--- config.mk ---
export PLATFORM = sky130hd
export DESIGN_NAME = dmem_arbiter
export DESIGN_NICKNAME = d
export VERILOG_FILES = /design/src/rtl/dmem_arbiter.sv
export SDC_FILE = /design/constraint.sdc
export NUM_CORES = 1
export LEC_CHECK = 0
export ABC_AREA = 1
export CAP_MARGIN = 20
export CELL_PAD_IN_SITES_DETAIL_PLACEMENT = 0
export CELL_PAD_IN_SITES_GLOBAL_PLACEMENT = 1
export CORE_ASPECT_RATIO = 1.5
export CORE_MARGIN = 3
export CORE_UTILIZATION = 24
export DETAILED_ROUTE_END_ITERATION = 12
export PLACE_DENSITY_LB_ADDON = 0.1
export SETUP_SLACK_MARGIN = 0.5
export SLEW_MARGIN = 10
export SYNTH_ARGS = -nofsm -noshare
export SYNTH_HDL_FRONTEND = slang
export SYNTH_SLANG_ARGS = --single-unit
--- constraint.sdc ---
create_clock -name clk -period 3.9 [get_ports clk]
set_clock_uncertainty 0.2 [all_clocks]
set_input_delay 0.585 -clock clk [delete_from_list [all_inputs] [get_ports clk]]
set_output_delay 0.585 -clock clk [all_outputs]
set_load 0.02 [all_outputs]
--- src/rtl/dmem_arbiter.sv ---
// rtl/dmem_arbiter.sv - two-port round-robin data-memory arbiter with burst limit
// Ports 0/1 share one combinational data memory; completions are registered one cycle later.
module dmem_arbiter #(
  parameter int BURST_MAX = 4,
  parameter int ADDR_BITS = 10
) (
  input  logic        clk,
  input  logic        rst_n,
  input  logic        req0,
  input  logic        req1,
  input  logic        we0,
  input  logic        we1,
  input  logic [31:0] addr0,
  input  logic [31:0] addr1,
  input  logic [31:0] wdata0,
  input  logic [31:0] wdata1,
  output logic        gnt0,
  output logic        gnt1,
  output logic        rvalid0,
  output logic        rvalid1,
  output logic [31:0] rdata0,
  output logic [31:0] rdata1,
  output logic        err0,
  output logic        err1,
  output logic        mem_we,
  output logic [31:0] mem_addr,
  output logic [31:0] mem_wdata,
  input  logic [31:0] mem_rdata
);

  typedef enum logic [1:0] {IDLE, GNT0, GNT1} state_t;

  localparam logic [3:0] BURST_LIM = 4'(BURST_MAX);

  state_t      state, state_next;
  logic        last_port, last_port_next;
  logic [3:0]  burst_cnt, burst_cnt_next, burst_inc;
  logic        xfer0, xfer1, xfer, illegal, sel_we;
  logic [31:0] sel_addr, sel_wdata, rd_value;

  always_ff @(posedge clk) begin
    if (!rst_n) begin
      state     <= IDLE;
      last_port <= 1'b1;
      burst_cnt <= 4'd0;
    end else begin
      state     <= state_next;
      last_port <= last_port_next;
      burst_cnt <= burst_cnt_next;
    end
  end

  // burst_inc is the count after this cycle's transfer; handoff compares against it
  always_comb begin
    state_next     = state;
    last_port_next = last_port;
    case (state)
      IDLE: begin
        if (req0 && req1)  state_next = last_port ? GNT0 : GNT1;
        else if (req0)     state_next = GNT0;
        else if (req1)     state_next = GNT1;
      end
      GNT0: begin
        if (req1) begin
          if (!req0 || burst_inc == BURST_LIM) state_next = GNT1;
        end else if (!req0) begin
          state_next = IDLE;
        end
      end
      GNT1: begin
        if (req0) begin
          if (!req1 || burst_inc == BURST_LIM) state_next = GNT0;
        end else if (!req1) begin
          state_next = IDLE;
        end
      end
      default: state_next = IDLE;
    endcase
    if (state_next == GNT0 && state != GNT0) last_port_next = 1'b0;
    if (state_next == GNT1 && state != GNT1) last_port_next = 1'b1;
    burst_cnt_next = (state_next != state) ? 4'd0 : burst_inc;
  end

  always_comb begin
    gnt0      = rst_n && (state == GNT0);
    gnt1      = rst_n && (state == GNT1);
    xfer0     = gnt0 && req0;
    xfer1     = gnt1 && req1;
    xfer      = xfer0 || xfer1;
    sel_addr  = xfer1 ? addr1 : addr0;
    sel_wdata = xfer1 ? wdata1 : wdata0;
    sel_we    = xfer1 ? we1 : we0;
    illegal   = (sel_addr[1:0] != 2'b00) || ((sel_addr >> ADDR_BITS) != 32'd0);
    burst_inc = (xfer && burst_cnt != BURST_LIM) ? burst_cnt + 4'd1 : burst_cnt;
    mem_we    = xfer && sel_we && !illegal;
    mem_addr  = xfer ? sel_addr : 32'd0;
    mem_wdata = xfer ? sel_wdata : 32'd0;
    rd_value  = (!illegal && !sel_we) ? mem_rdata : 32'd0;
  end

  // Completion registers hold data/error until the port's next transfer
  always_ff @(posedge clk) begin
    if (!rst_n) begin
      rvalid0 <= 1'b0;
      rvalid1 <= 1'b0;
      rdata0  <= 32'd0;
      rdata1  <= 32'd0;
      err0    <= 1'b0;
      err1    <= 1'b0;
    end else begin
      rvalid0 <= xfer0;
      rvalid1 <= xfer1;
      if (xfer0) begin
        rdata0 <= rd_value;
        err0   <= illegal;
      end
      if (xfer1) begin
        rdata1 <= rd_value;
        err1   <= illegal;
      end
    end
  end

endmodule

# == Word level (Yosys, flattened, before mapping) ==
# Cells that the tools add are included.
# op_classes
add_sub_neg,1
n_mul,0
n_div,0
order_cmp,0
eq_ne,9
shift,0
mux,18
bitwise,1
reduce_logical,24
# ops
op,count
$mux W32,5
$reduce_bool A32 Y1,1
$mux W2,10
$logic_and A1 B1 Y1,11
$pmux W2 S3,1
$add A4 B1 Y4 const B,1
$eq A2 B1 Y1 const B,2
$eq A2 B2 Y1 const B,2
$eq A4 B3 Y1 const B,1
$logic_not A1 Y1,4
$logic_or A1 B1 Y1,4
$mux W4,1
$ne A4 B3 Y1 const B,1
$reduce_or A2 Y1,2
$logic_not A2 Y1,1
$ne A2 B1 Y1 const B,1
$ne A2 B2 Y1,1
$ne A2 B2 Y1 const B,1
$reduce_bool A2 Y1,1
$mux W1,1
$not A1 Y1,1
# totals
regBits,75
latchBits,0
mem_bits_rw,0
rom_bits,0
in_bits,166
output_inout_bits,135
memories,0

# == Depth between registers and ports, before layout ==
# logic_depth
word_depth,14
ltp_mapped,15
ltp_nobuf,14

# == Worst setup path after synthesis ==
# Ideal clock, no wire load.
# synth_timing
kind,input-to-output
start,in rst_n
end,out mem_we
t_arrival_ps,2459
required_ps,3115
setup_slack_ps,656
path_stages,11
path_buffers,4
cell_sequence,buf_2 -> nand4_4 -> buf_6 -> buf_6 -> or2_1 -> o21ai_2 -> nand4_4 -> nor2_4 -> buf_4 -> nand2_1 -> nor3_1
# synth_via
elab_chain_len,7
elab_cells_between_ends,13
# synth_rtl
item,line,rtl
"start, declared",8,"input logic rst_n,"
$logic_and A1 B1 Y1,86,gnt1 = rst_n && (state == GNT1);
$logic_and A1 B1 Y1,88,xfer1 = gnt1 && req1;
$mux W32,90,sel_addr = xfer1 ? addr1 : addr0;
$reduce_bool A32 Y1 or $reduce_bool A2 Y1 (tied branches),93,illegal = (sel_addr[1:0] != 2'b00) || ((sel_addr >> ADDR_BITS) != 32'd0);
$logic_or A1 B1 Y1,93,
$logic_not A1 Y1,95,mem_we = xfer && sel_we && !illegal;
$logic_and A1 B1 Y1 *,95,
"end, declared",25,"output logic mem_we,"
# Every way passes the cells marked *; elsewhere a longest branch is shown, timed or not.

# == Worst setup path in the final report ==
# layout_timing
start,in req1
end,out mem_we
# layout_via
elab_chain_len,6
elab_cells_between_ends,10
# layout_rtl
item,line,rtl
"start, declared",10,"input logic req1,"
$logic_and A1 B1 Y1 *,88,
$mux W32,90,
$reduce_bool A32 Y1 or $reduce_bool A2 Y1 (tied branches),93,
$logic_or A1 B1 Y1,93,
$logic_not A1 Y1,95,
$logic_and A1 B1 Y1 *,95,
# Marks and branches as above.

==> flow_metrics.env <==
export IMPL_critical_path_required_ns=3.12
export IMPL_synthTopCellsByArea="dfxtp_1 37%, nand2_1 15%, mux2i_1 8.8%, a21oi_1 5.9%, nand4_1 5.8%"
export IMPL_routedWlPerCell_um=17.5
export IMPL_dp_hpwl_mm=14.5
export IMPL_area_growth_synth_to_final_pct=87.5
export IMPL_worst_slack_ns=0.532
export IMPL_die_x_um=113
export IMPL_r2r_end="burst_cnt[1]$_SDFF_PP0_"
export IMPL_leakagePower_nw=3.72
export IMPL_routed_via_density=4.76
export IMPL_dpl_worst_slack_ns=0.00188
export IMPL_ys_types=30
export IMPL_max_freq_mhz=297
export IMPL_cp_start_kind="input pin"
export IMPL_vdd_drop_max_mv=0.260
export IMPL_antenna_found_initial=1
export IMPL_clock_sinks=75
export IMPL_tns_ns=0
export IMPL_drive_above_1_share_pct=5.74
export IMPL_p_per_area_nw_per_um2=274
export IMPL_routed_top_layer="met4"
export IMPL_yosysWarnings=0
export IMPL_grt_pass1_vias=5197
export IMPL_nNetsFinal=1034
export IMPL_ys_seq_elements=75
export IMPL_worst_slew_pin_slew_ns=0.769
export IMPL_rows=57
export IMPL_slew_viol_final=0
export IMPL_clock_latency_ns=0.33
export IMPL_worst_hold_path_endpoint="rdata1[2]$_SDFFE_PN0N_"
export IMPL_rsz0062_at_grt="true"
export IMPL_finalCriticalPeriod_ns=3.37
export IMPL_grt_max_degree=72
export IMPL_track_usage_pct=19.3
export IMPL_critPathCaptureType="output pin"
export IMPL_post_route_drc_count=0
export IMPL_relSlewSlack_pct=48.7
export IMPL_grt_pass1_wl_mm=28.6
export IMPL_dr_wl_met3_mm=1.60
export IMPL_gp_congestion=0.871
export IMPL_drtAntennaViolNets=0
export IMPL_crit_buf_inv=3
export IMPL_numCtsBuffers=9
export IMPL_h_tree_depth=3
export IMPL_vias=5131
export IMPL_reg2reg_from="state[1]$_SDFF_PN0_"
export IMPL_hold_path_class="flop to flop"
export IMPL_syn_nets=754
export IMPL_fin_crit_sh_pct=86.4
export IMPL_wl_mm=18.9
export IMPL_io_pins=301
export IMPL_root_buffer="clkbuf_16"
export IMPL_layout_cells_non_filler=1078
export IMPL_cts_setup_buffers=0
export IMPL_clock_path_buffers=2
export IMPL_die_area_sq_um=18700
export IMPL_clkTransAtPathRegs_ns=0.06
export IMPL_yosysTopAreaCell="dfxtp_1"
export IMPL_hold_path_depth=2
export IMPL_avgSynthCellArea_sq_um=6.98
export IMPL_detail_route_first_pass_iterations=4
export IMPL_hp_start="rdata1[2]$_SDFFE_PN0N_"
export IMPL_cp_slowest_cell="clkdlybuf4s50_1"
export IMPL_drt_iter0_markers=290
export IMPL_path_cells="clkdlybuf4s50_1 -> nand4_4 -> buf_12 -> or2_2 -> o21ai_1 -> nand3_1 -> nor2_1 -> and2_1 -> nand2_1 -> nor3_2 -> buf_2"
export IMPL_cp_top_family="simple AND/OR/NAND/NOR gates"
export IMPL_grt_overflow=0
export IMPL_crit_path_max_fanout=33
export IMPL_portBuffers=300
export IMPL_hold_viol_final=0
export IMPL_cap_violations=0
export IMPL_seq_area_frac_synth_pct=36.7
export IMPL_status="completed"
export IMPL_cpPeakStageDelay_ns=0.53
export IMPL_setup_viol=0
export IMPL_initial_core_util_pct=24.8
export IMPL_post_place_cells=1061
export IMPL_die_h_um=166
export IMPL_met2RoutedLength_mm=9.77
export IMPL_drt_met1_wl_mm=6.91
export IMPL_cp_arrival_ns=2.58
export IMPL_rrSetupSlack_ns=1.27
export IMPL_worst_setup_path_type="input pin to output pin"
export IMPL_rr_worst_depth=13
export IMPL_cts_tree="yes"
export IMPL_core_sq_um=16500
export IMPL_synth_area_sq_um=4090
export IMPL_syn_instance_count=586
export IMPL_synth_top_cell_area_share_pct=36.7
## sequential cells by signal, indices dropped and copies added (netlist names)
signal	flops
burst_cnt	4
err0	1
err1	1
last_port	1
rdata0	32
rdata1	32
rvalid0	1
rvalid1	1
state	2
## per-stage QoR
| stage | util, % | hold slack, ns | cell area (sq um) | power, mW |
|---|---|---|---|---|
| 2_1_floorplan | - | 0.250 | 4090 | 1.00 |
| 3_3_place_gp | 44.4 | 0.245 | 7320 | 1.30 |
| 3_5_place_dp | 44.4 | 0.253 | 7320 | 1.30 |
| 4_1_cts | 46.0 | 0.261 | 7580 | 2.13 |
| 5_1_grt | 46.5 | 0.279 | 7670 | 2.20 |
| 6_report | 46.5 | 0.261 | 7670 | 2.10 |
## kinds of logic after synthesis
| family | share of synthesized area, % |
|---|---|
| buffers and inverters | 7.89 |
| DFF | 36.7 |
| adders and majority gates | 0.612 |
| muxes | 9.15 |
| and+or+nand+nor | 33.1 |
| xor gates and xnor gates | 0.214 |
| AOI/OAI and AO/OA | 12.3 |
## how the worst max path moves through the flow
stage	start	end	cells after the start
finish	req1	mem_we	11
global route	req1	mem_we	11
CTS	req1	mem_we	11
detailed placement	req1	mem_we	11
global placement	req1	mem_we	11
floorplan	rst_n	mem_we	11
## what timing repair did
action                                  4_1_cts  5_1_grt
hold buffers                                  0        0
pin swaps                                     0        0
hold endpoints to repair                      0        0
endpoints found under the setup margin       63       43
resized for setup                            33       43
## cells in the mapped netlist (all sizes together)
master,n
a21oi,48
mux2i,37
clkbuf,29
a31oi,1
o21ai,48
nor3,3
or2,9
xnor2,1
nor2,37
nand4,40
and2,1
buf,20
inv,25
nand2,160
ha,2
nand3,47
o21bai,1
dfxtp,75
nand3b,2
## cell usage in the layout (no fill, tap or decap), types with 3 or more instances in the layout
master,count
clkdlybuf4s50_1,234
inv_1,22
nor2_1,36
a21oi_1,48
o21ai_0,9
dfxtp_1,75
nand3_1,47
mux2i_1,36
or2_1,4
dlygate4sd2_1,31
o21ai_1,37
nand2_1,160
buf_4,13
dlymetal6s2s_1,30
buf_12,5
nand4_1,38
clkbuf_16,9
or2_2,3
## where the power goes
| part | leakage, nW | switching, mW | total (mW) | internal [mW] |
|---|---|---|---|---|
| Clock | 0.144 | 0.338 | 0.840 | 0.503 |
| Combinational | 2.97 | 0.228 | 0.482 | 0.253 |
| Sequential | 0.605 | 0.00803 | 0.781 | 0.773 |
| Total | 3.72 | 0.574 | 2.10 | 1.53 |
## cell type report
cell class | instances | area [sq um]
fill | 1671 | 8810
timing repair buffer | 318 | 3230
multi-input combinational | 437 | 2280
sequential | 75 | 1500
tap | 206 | 258
clock buffer | 10 | 229
inverter | 25 | 96.3
clock inverter | 6 | 72.6
antenna | 1 | 2.50
## routing by layer
metal,global-route usage [%],vias up
met2,34.5,234
met4,6.96,0
li1,-,2529
met1,21.2,2341
met3,5.80,27
met5,0,-
## tightest hold or removal path: cells and delay by family, from the launching register on
kind,cells,cell delay [ns]
flops,1,0.30
mux,1,0.06
simple gates,1,0.05
Note: power is estimated with default switching activity, not from simulation.
